--- src/rtl/mips_iter_muldiv.sv ---
// mips_iter_muldiv: multi-cycle multiply/divide unit for the EX stage.
// Shift-add multiplier (2*WIDTH-bit product) and restoring divider, with
// signed/unsigned modes. Signed operands are reduced to magnitudes on accept
// and the sign is restored in the FINISH state.
// Optional build macro: MULDIV_EARLY_TERM_EN -- when defined, MUL/MULH leave
// CALC as soon as the remaining multiplier bits are all zero.
module mips_iter_muldiv #(
    parameter int WIDTH = 32,
    parameter int CNT_W = $clog2(WIDTH) + 1
) (
    input  logic             clk1,
    input  logic             rst_n,
    input  logic             start,
    input  logic [1:0]       op,
    input  logic             sgn,
    input  logic [WIDTH-1:0] a,
    input  logic [WIDTH-1:0] b,
    output logic             busy,
    output logic             done,
    output logic [WIDTH-1:0] result,
    output logic             div0
);

    localparam logic [1:0] S_IDLE   = 2'd0;
    localparam logic [1:0] S_CALC   = 2'd1;
    localparam logic [1:0] S_FINISH = 2'd2;

    localparam logic [1:0] OP_MUL  = 2'd0;
    localparam logic [1:0] OP_MULH = 2'd1;
    localparam logic [1:0] OP_DIV  = 2'd2;
    localparam logic [1:0] OP_REM  = 2'd3;

    // Architectural state
    logic [1:0]         state_q,   state_d;
    logic [1:0]         op_q,      op_d;
    logic [CNT_W-1:0]   cnt_q,     cnt_d;
    // mul: shifting multiplicand; div: dividend shifting out / quotient in (low half)
    logic [2*WIDTH-1:0] mcand_q,   mcand_d;
    // mul: multiplier shifting right; div: divisor (held)
    logic [WIDTH-1:0]   mplier_q,  mplier_d;
    // mul: product accumulator; div: partial remainder (low half)
    logic [2*WIDTH-1:0] acc_q,     acc_d;
    logic               neg_res_q, neg_res_d;   // negate product / quotient
    logic               neg_rem_q, neg_rem_d;   // negate remainder (sign of a)
    logic               bzero_q,   bzero_d;     // divisor was zero for this op
    logic               busy_q,    busy_d;
    logic               done_q,    done_d;
    logic [WIDTH-1:0]   result_q,  result_d;
    logic               div0_q,    div0_d;

    // Datapath helpers
    logic [WIDTH-1:0]   abs_a, abs_b;
    logic [WIDTH:0]     trial;
    logic               q_bit;
    logic [WIDTH-1:0]   rem_sub;
    logic [2*WIDTH-1:0] prod_fix;
    logic [WIDTH-1:0]   quot_fix, rem_fix;
    logic               is_div;
    logic               last_iter;

    // Operand magnitudes, one restoring-divide step and final sign correction
    always_comb begin
        abs_a     = (sgn && a[WIDTH-1]) ? (~a + 1'b1) : a;
        abs_b     = (sgn && b[WIDTH-1]) ? (~b + 1'b1) : b;
        // Remainder stays below the divisor, so trial < 2*divisor and the
        // W-bit subtraction below never loses information when q_bit=1.
        trial     = {acc_q[WIDTH-1:0], mcand_q[WIDTH-1]};
        q_bit     = (trial >= {1'b0, mplier_q});
        rem_sub   = trial[WIDTH-1:0] - mplier_q;
        prod_fix  = neg_res_q ? (~acc_q + 1'b1) : acc_q;
        // Divide by zero forces an all-ones quotient regardless of sign.
        quot_fix  = bzero_q ? {WIDTH{1'b1}}
                  : (neg_res_q ? (~mcand_q[WIDTH-1:0] + 1'b1) : mcand_q[WIDTH-1:0]);
        // For b=0 the remainder equals |a|; re-applying a's sign yields a.
        rem_fix   = neg_rem_q ? (~acc_q[WIDTH-1:0] + 1'b1) : acc_q[WIDTH-1:0];
        is_div    = op_q[1];
        last_iter = (cnt_q == CNT_W'(1));
    end

    // Next-state logic for the IDLE -> CALC -> FINISH sequencer and datapath
    always_comb begin
        state_d   = state_q;
        op_d      = op_q;
        cnt_d     = cnt_q;
        mcand_d   = mcand_q;
        mplier_d  = mplier_q;
        acc_d     = acc_q;
        neg_res_d = neg_res_q;
        neg_rem_d = neg_rem_q;
        bzero_d   = bzero_q;
        busy_d    = busy_q;
        done_d    = 1'b0;
        result_d  = result_q;
        div0_d    = div0_q;

        case (state_q)
            S_IDLE: begin
                if (start) begin
                    state_d   = S_CALC;
                    op_d      = op;
                    cnt_d     = CNT_W'(WIDTH);
                    mcand_d   = {{WIDTH{1'b0}}, abs_a};
                    mplier_d  = abs_b;
                    acc_d     = '0;
                    neg_res_d = sgn & (a[WIDTH-1] ^ b[WIDTH-1]);
                    neg_rem_d = sgn & a[WIDTH-1];
                    bzero_d   = (b == '0);
                    busy_d    = 1'b1;
                end
            end
            S_CALC: begin
`ifdef MULDIV_EARLY_TERM_EN
                if (!is_div && (mplier_q == '0)) begin
                    // No multiplier bits left: the product is already final.
                    state_d = S_FINISH;
                end else
`endif
                begin
                    if (is_div) begin
                        acc_d   = {{WIDTH{1'b0}}, (q_bit ? rem_sub : trial[WIDTH-1:0])};
                        mcand_d = {{WIDTH{1'b0}}, mcand_q[WIDTH-2:0], q_bit};
                    end else begin
                        if (mplier_q[0]) begin
                            acc_d = acc_q + mcand_q;
                        end
                        mcand_d  = mcand_q << 1;
                        mplier_d = mplier_q >> 1;
                    end
                    cnt_d = cnt_q - CNT_W'(1);
                    if (last_iter) begin
                        state_d = S_FINISH;
                    end
                end
            end
            S_FINISH: begin
                state_d = S_IDLE;
                busy_d  = 1'b0;
                done_d  = 1'b1;
                case (op_q)
                    OP_MUL:  result_d = prod_fix[WIDTH-1:0];
                    OP_MULH: result_d = prod_fix[2*WIDTH-1:WIDTH];
                    OP_DIV:  result_d = quot_fix;
                    OP_REM:  result_d = rem_fix;
                    default: result_d = prod_fix[WIDTH-1:0];
                endcase
                div0_d = is_div & bzero_q;
            end
            default: begin
                state_d = S_IDLE;
                busy_d  = 1'b0;
            end
        endcase
    end

    // State registers with asynchronous active-low reset
    always_ff @(posedge clk1 or negedge rst_n) begin
        if (!rst_n) begin
            state_q   <= S_IDLE;
            op_q      <= '0;
            cnt_q     <= '0;
            mcand_q   <= '0;
            mplier_q  <= '0;
            acc_q     <= '0;
            neg_res_q <= 1'b0;
            neg_rem_q <= 1'b0;
            bzero_q   <= 1'b0;
            busy_q    <= 1'b0;
            done_q    <= 1'b0;
            result_q  <= '0;
            div0_q    <= 1'b0;
        end else begin
            state_q   <= state_d;
            op_q      <= op_d;
            cnt_q     <= cnt_d;
            mcand_q   <= mcand_d;
            mplier_q  <= mplier_d;
            acc_q     <= acc_d;
            neg_res_q <= neg_res_d;
            neg_rem_q <= neg_rem_d;
            bzero_q   <= bzero_d;
            busy_q    <= busy_d;
            done_q    <= done_d;
            result_q  <= result_d;
            div0_q    <= div0_d;
        end
    end

    assign busy   = busy_q;
    assign done   = done_q;
    assign result = result_q;
    assign div0   = div0_q;

endmodule

--- config.mk ---
export PLATFORM = sky130hd
export DESIGN_NAME = mips_iter_muldiv
export DESIGN_NICKNAME = d
export VERILOG_FILES = /design/src/rtl/mips_iter_muldiv.sv
export SDC_FILE = /design/constraint.sdc
export NUM_CORES = 1
export LEC_CHECK = 0
export CELL_PAD_IN_SITES_DETAIL_PLACEMENT = 0
export CELL_PAD_IN_SITES_GLOBAL_PLACEMENT = 2
export CORE_MARGIN = 2
export CORE_UTILIZATION = 40
export CTS_CLUSTER_DIAMETER = 40
export DETAILED_ROUTE_END_ITERATION = 16
export PLACE_DENSITY = 0.95
export SLEW_MARGIN = 10
export SYNTH_ARGS = -nofsm -noshare
export SYNTH_HDL_FRONTEND = slang
export SYNTH_SLANG_ARGS = --single-unit
--- constraint.sdc ---
create_clock -name clk1 -period 5 [get_ports clk1]
set_input_delay 0.75 -clock clk1 [delete_from_list [all_inputs] [get_ports clk1]]
set_output_delay 0.75 -clock clk1 [all_outputs]
set_load 0.02 [all_outputs]
==> summary.txt, run 1 <==
Synthesis
  – Synth top area share: about 28%
  – Synthesized Nets: ~2600
  – Adder and majority cell fraction of the synthesized area: under 10%
  – Ys async rst share: 100%
  – Distinct cells, synth: 82
  – Synth Area in Compound Gates: just under 30%
  – Synthesized area: 18700 um^2
  – Seq/Total Area, Yosys: between 20 and 30%
  – Top cells by count, synth: nand2_1 (279), o21ai_0 (257), dfrtp_1 (208)
  – Top_reg_cell synth: dfrtp_1
  – Proportion of synthesized area in mux cells: 1.28%
  – Syn. warnings: 0
  – Syn avg cell area: roughly 7.8 um^2
  – Largest cells by area after synthesis: dfrtp_1 (28%), o21ai_0 (6.9%), ha_1 (6.8%)
  – Simple-gate share of the synthesized area: 18.4%
  – Largest family of logic cells by synthesized area: compound AO/OA/AOI/OAI gates
  – Synth Instances: roughly 2400
  – Most numerous cell in the Yosys netlist: nand2_1
  – Post-synth EDFFs: 0
  – Post-synth top area cell: dfrtp_1
  – Synth Register Bits: around 210
  – Post-Synth XOR/XNOR Area: between 10% and 20%

Floorplan
  – Num rows: between 70 and 80
  – Die Y: 220 um
  – I/O pin total: 105
  – Core area: between 40000 and 50000 um^2
  – Die area: ~48000 um^2
  – Die Width: between 200 and 250 um
  – Initial core utilization: 40.3%

STA
  – Final Slew Violations: 0
  – Fmax: around 220 MHz
  – Total negative slack: 0 ps
  – Clock period minus worst slack: ~4500 ps
  – Actual slew at the worst max-slew pin: roughly 1200 ps
  – Period utilization: between 90% and 100%
  – Worst clock skew: 16.9 ps
  – Slew margin rel.: 18.7%
  – RSZ-0062 raised after global routing: false
  – Final setup fails: 0
  – Hold Fails Final Rpt: 0
  – Final Hold Slack: approximately 190 ps
  – Final setup margin: ~490 ps

Worst setup path
  – Top cell by count, worst path: o21ai_0
  – Slowest stage cell, crit path: a2111oi_0
  – R2r startpoint: acc_q[24]
  – WP depth: 10
  – Critical path arrival: around 5000 ps
  – CP peak stage delay: around 890 ps
  – CP startpoint kind: flip-flop
  – Crit Reg-Reg Endpoint: acc_q[47]
  – Worst Path Max Fanout: 12
  – Critical path, cell by cell: ha_1 > nand4_1 > nor4_1 > inv_1 > a2111oi_0 > nor2_1 > o21ai_0 > a41oi_1 > xnor2_1 > o21ai_0
  – Worst setup path startpoint: acc_q[24]
  – Critical path endpoint: acc_q[47]
  – CP endpoint kind: flip-flop
  – Required time of the critical path: 5440 ps
  – Reg2Reg Depth: 10
  – WS Path Type: reg2reg
  – CP bufs+invs: 1
  – R2R Setup Slk: 490 ps
  – Worst path top cell family by delay: compound AO/OA/AOI/OAI gates

Power and ir drop
  – Clock Power Share: between 10% and 20%
  – Internal Power: between 7 and 8 mW
  – Leakage power: between 8 and 9 nW
  – Worst VDD drop: ~0.29 mV
  – Share of power burned in registers: between 20% and 30%
  – Pwr Density: about 730 nW/um^2
  – Combinational share of power: about three fifths
  – Sw power: roughly 8 mW
  – Sw Share: 50.8%
  – Total Power: approximately 16 mW

CTS
  – Post-CTS Repair Setup Buffers: 0
  – Number of cells upsized or downsized after cts: 0
  – H-tree depth: 2
  – Clk Tree Root Cell: clkbuf_16
  – CTS clk-pin slew, worst paths: 50 ps
  – # clock sinks: around 210
  – Clk Latency, worst-skew pair: 570 ps
  – Clock buffer depth: 3
  – CTS Buf Count: 40
  – Hold buffers post-CTS: 0
  – CTS tree: done

Job
  – Max Cap Viol: 0

Routing
  – Post-route DRC: 0
  – Via count: between 15000 and 20000
  – DRT Pass-1 Iters: 6
  – Final wirelength: 68400 um
  – Antenna viol nets, final: 0
  – Wire per inst: between 20 and 25 um
  – Drt first-iter violations: 1530
  – Via density: a little over 6

GRT
  – Global-route wire length before repair: 106000 um
  – Largest net degree at the start of global routing: 86
  – Vias in the first global route: 17700
  – Antenna violations before repair: 0
  – GRT Total Usage: between 20% and 30%
  – Global route total overflow: 0

Place
  – Placed instance area: ~20000 um^2
  – Placed Instances: 2976
  – Dpl ws: 611 ps
  – Hpwl dp: about 53000 um
  – # port buffers: around 100
  – Final Wtd Congestion: between 0.9 and 1

Finish
  – Area Overhead vs Synth: 15.9%
  – Fillers: roughly 4500
  – Sequential cell area: roughly 5200 um^2
  – Final core occ: between 40% and 50%
  – Final Instance Area: roughly 22000 um^2
  – Final cell count without fillers: just over 3000
  – Nets: about 2600
  – Multi-input gate area: around 13000 um^2
  – Diode count: 0
  – Layout cells sized above 1: between 5 and 6%

Worst hold path
  – Hold Crit Class: in2async

Status
  – Status: finished clean
power by group through the flow:
stage | clock (mW) | sequential (mW) | combinational [mW]
floorplan | 0 | 2.75 | 6.78
finish | 2.97 | 3.29 | 9.50
detailed placement | 0 | 3.26 | 9.25
global route | 3.09 | 3.35 | 10.4
CTS | 3.01 | 3.24 | 9.31
global placement | 0 | 3.23 | 9.24
routing by layer:
metal | share of wire (%) | vias up | routed length, um | global-route usage [%]
met2 | 42 | 741 | 28700 | 41.3
met3 | 8.0 | 109 | 5470 | 4.82
met4 | 2.6 | 0 | 1780 | 8.43
li1 | - | 8808 | - | -
met1 | 47 | 9056 | 32500 | 42.2
met5 | 0 | - | 0 | 0
cell type report:
| class | instances | share of cell area, % |
|---|---|---|
| clock buffers | 47 | 5.03 |
| clock inverters | 26 | 1.74 |
| inverters | 77 | 1.33 |
| multi-input cells | 1951 | 58.4 |
| flip-flops and latches | 208 | 24.0 |
| well taps | 607 | 3.51 |
| repair buffers | 134 | 5.98 |
how the worst min path moves through the flow:
stage | endpoint | cells past startpoint | startpoint
detailed placement | div0 | 2 | div0
global placement | div0 | 2 | div0
floorplan | acc_q[0] | 0 | rst_n
finish | mplier_q[4] | 1 | rst_n
CTS | acc_q[3] | 1 | rst_n
global route | mplier_q[4] | 1 | rst_n
worst reg2reg max path, cell delays in order (launching register included):
cell and delay (ps):
dfrtp_1 550, ha_1 520, nand4_1 220, nor4_1 400
inv_1 140, a2111oi_0 890, nor2_1 190, o21ai_0 850
a41oi_1 340, xnor2_1 210, o21ai_0 90
cell families after synthesis:
group                      Yosys count
AOI/OAI and AO/OA                  854
buffers and inverters              231
xor gates and xnor gates           249
adders and majority gates          103
DFF                                208
muxes                               20
and+or+nand+nor                    725
registers in the layout, indices dropped and copies added (netlist names):
signal,flops
mcand_q,64
done,1
div0,1
mplier_q,32
cnt_q,6
op_q,2
state_q,2
acc_q,64
neg_res_q,1
result,32
neg_rem_q,1
busy,1
bzero_q,1
cell usage in the layout (no fill, tap or decap), drive strengths merged, types with 44 or more instances in the layout:
cell type      Yosys  routed
nor2             156     156
dfrtp            208     208
a22oi             54      54
clkdlybuf4s50      0     103
nor3              44      44
nand2            279     279
a21oi            200     200
clkbuf           136      47
or3               44      44
xnor2            129     129
xor2             120     120
o31ai             54      54
inv               77      85
a21o              55      55
nand3             45      45
ha               101     101
o21ai            263     263
(Power assumes the default switching activity.)
==> inputs of run 2 (changes only) <==
--- a/config.mk
+++ b/config.mk
@@ -5,6 +5,7 @@
 export SDC_FILE = /design/constraint.sdc
 export NUM_CORES = 1
 export LEC_CHECK = 0
+export CAP_MARGIN = 15
 export CELL_PAD_IN_SITES_DETAIL_PLACEMENT = 0
 export CELL_PAD_IN_SITES_GLOBAL_PLACEMENT = 2
 export CORE_MARGIN = 2
==> results of run 2 <==
The final DEF is identical to that of run 1; final timing and power are the same.
==> inputs of run 3 (changes only) <==
--- a/config.mk
+++ b/config.mk
@@ -5,15 +5,17 @@
 export SDC_FILE = /design/constraint.sdc
 export NUM_CORES = 1
 export LEC_CHECK = 0
+export ABC_CLOCK_PERIOD_IN_PS = 5000
 export CAP_MARGIN = 15
 export CELL_PAD_IN_SITES_DETAIL_PLACEMENT = 0
 export CELL_PAD_IN_SITES_GLOBAL_PLACEMENT = 2
 export CORE_MARGIN = 2
-export CORE_UTILIZATION = 40
+export CORE_UTILIZATION = 42
 export CTS_CLUSTER_DIAMETER = 40
 export DETAILED_ROUTE_END_ITERATION = 16
+export DONT_BUFFER_PORTS = 1
 export PLACE_DENSITY = 0.95
-export SLEW_MARGIN = 10
+export SLEW_MARGIN = 25
 export SYNTH_ARGS = -nofsm -noshare
 export SYNTH_HDL_FRONTEND = slang
 export SYNTH_SLANG_ARGS = --single-unit
==> run 3 against run 2 <==
The run now ends with negative hold slack left. Non-clock buffer count fell by 100. Global-route usage grew 1.7 points. Setup slack gained 590 ps. Total power decreased by 1.5%. Routed wire length up 2.4%. Hold slack worse by 310 ps. Core utilization is essentially flat. Register-to-register slack improved by 590 ps. Design area is 4.9% lower. Largest cell class unchanged. Largest power group unchanged.
==> summary.txt, run 3 (synthesis results as in run 1) <==
Place
  – Hpwl dp: 54000 um (+2.3%)
  – Dpl ws: 1120 ps (+512 ps)
  – # port buffers: 0 (-100%)
  – Placed Instances: 2862 (-3.8%)
  – Final Wtd Congestion: 0.964 (-1.2%)

Worst setup path
  – CP startpoint kind: flip-flop
  – Required time of the critical path: 5500 ps (+60 ps)
  – Worst Path Max Fanout: 4 (-8)
  – CP endpoint kind: flip-flop
  – Critical path arrival: 4420 ps (-530 ps)
  – WS Path Type: reg2reg

STA
  – Hold Fails Final Rpt: 80 (+80)
  – Actual slew at the worst max-slew pin: 1020 ps (-196 ps)
  – Final setup margin: 1080 ps (+589 ps)
  – Period utilization: 78.5% (-12 points)
  – Total negative slack: 0 ps (unchanged)
  – RSZ-0062 raised after global routing: false
  – Worst clock skew: 37.6 ps (+20.7 ps)
  – Fmax: 255 MHz (+15%)
  – Final Hold Slack: -114 ps (-306 ps)
  – Clock period minus worst slack: 3920 ps (-589 ps)
  – Slew margin rel.: 31.9% (+13 points)
  – Final setup fails: 0 (unchanged)
  – Final Slew Violations: 0 (unchanged)

Status
  – Status: complete, but fails checks
  – Violations in the final reports: negative hold slack

Finish
  – Commonest non-fill, non-tap cell in the layout: nand2_1
  – Most frequent cells in the layout: nand2_1 (279), o21ai_0 (256), dfrtp_1 (206)
  – Nets: 2488 (-3.8%)
  – Area Overhead vs Synth: 10.2%
  – Layout cells sized above 1: 6.51% (+0.62 points)
  – Largest regs: acc_q (64), mcand_q (64)
  – Final cell count without fillers: 2942 (-3.5%)
  – Diode count: 0 (unchanged)

CTS
  – CTS Buf Count: 43 (+7.5%)
  – # clock sinks: 208 (unchanged)
  – CTS tree: done
  – CTS clk-pin slew, worst paths: 50 ps (about the same)
  – Clk Latency, worst-skew pair: 600 ps (+30 ps)
  – Post-CTS Repair Setup Buffers: 0 (unchanged)
  – H-tree depth: 2 (unchanged)
  – Number of cells upsized or downsized after cts: 0 (unchanged)
  – Clk Tree Root Cell: clkbuf_16
  – Clock buffer depth: 3 (unchanged)

Job
  – Max Cap Viol: 0 (unchanged)

GRT
  – Vias in the first global route: 17300 (-2.1%)
  – Global route total overflow: 0 (unchanged)
  – Antenna violations before repair: 3 (+3)
  – Global-route wire length before repair: 107000 um (+1.4%)
  – Largest net degree at the start of global routing: 209 (+140%)
  – GRT Total Usage: 29.9% (+1.7 points)

Routing
  – Via count: 18300 (-2.1%)
  – Wire per inst: 23.8 um (+6.1%)
  – Antenna viol nets, final: 0 (unchanged)
  – Final wirelength: 70000 um (+2.4%)
  – Via density: 6.23 (+1.5%)
  – Post-route DRC: 0 (unchanged)
  – DRT Pass-1 Iters: 7 (+1)
  – Drt first-iter violations: 1882 (+23%)

Floorplan
  – Initial core utilization: 42.4% (+2.0 points)
  – Die Y: 215 um (-2.4%)
  – Num rows: 77 (-2.5%)
  – Core area: 44100 um^2 (-4.8%)
  – I/O pin total: 105 (unchanged)
  – Die Width: 215 um (-2.4%)
  – Die area: 46200 um^2 (-4.7%)

Power and ir drop
  – Leakage power: 8.52 nW (-4.8%)
  – Worst VDD drop: 0.354 mV (+23%)
  – Pwr Density: 754 nW/um^2 (+3.6%)

Worst hold path
  – Hold Crit Class: in2async
-- run 3: changes by cell type in the layout (fill, tap and decap cells not counted), moves of 2 or more --
cell,before,now
buf_4,28,33
inv_6,5,8
inv_8,3,0
bufinv_16,7,3
clkinvlp_4,5,10
clkdlybuf4s50_1,103,0
clkinv_2,2,6
buf_12,2,0
inv_16,0,2
-- run 3: metal layers --
layer | GRT usage (%) | routed length (um) | vias up
li1 | - | - | 8603
met1 | 45.4 | 33100 | 8838
met2 | 42.7 | 28700 | 777
met3 | 5.63 | 6430 | 108
met4 | 8.80 | 1790 | 2
met5 | 0 | 18 | -
-- run 3: final timing paths --
kind | startpoint | to | slack, ps | cells after the start
hold / removal | rst_n | acc_q[7] | -110 | 0
max in group asynchronous | rst_n | acc_q[8] | 4280 | 0
setup / recovery | mcand_q[31] | acc_q[30] | 1080 | 14
setup reg to reg | mcand_q[31] | acc_q[30] | 1080 | 14
hold reg to reg | cnt_q[5] | cnt_q[5] | 480 | 1
min in group clk1 | b[31] | bzero_q | 260 | 1
-- run 3: final cells by class --
cell class / instances / area [um^2]
fillers: 4468 / 23500
multi-input cells: 1951 / 12700
flip-flops and latches: 208 / 5210
clock buffers: 48 / 1100
well taps: 592 / 741
clock inverters: 32 / 332
inverters: 77 / 289
repair buffers: 34 / 275
-- run 3: worst max-delay path, stage by stage, from the launching register on --
cell and delay (ps):
dfrtp_1 470, inv_1 160, ha_1 330, inv_1 90
fa_1 410, a21oi_1 230, o21ai_0 110, a21oi_1 370
a211oi_1 220, o32ai_1 320, buf_4 190, o21ai_0 180
a221o_1 380, and4_1 210, nor3_1 170
-- run 3: power breakdown --
part           leakage, nW  internal, mW  switching (mW)
sequential            2.61          2.21            1.11
clock                0.677          1.78            1.09
combinational         5.23          3.45            5.88
-- run 3: metrics by stage --
step                      total power, mW  area (um^2)  utilization (%)
after global routing                 16.5        20600             46.7
after CTS                            15.3        20600             46.7
after detailed placement             12.4        19200             43.4
after global placement               12.3        19100             43.4
final                                15.5        20600             46.7
after floorplan                      9.53        18700                -
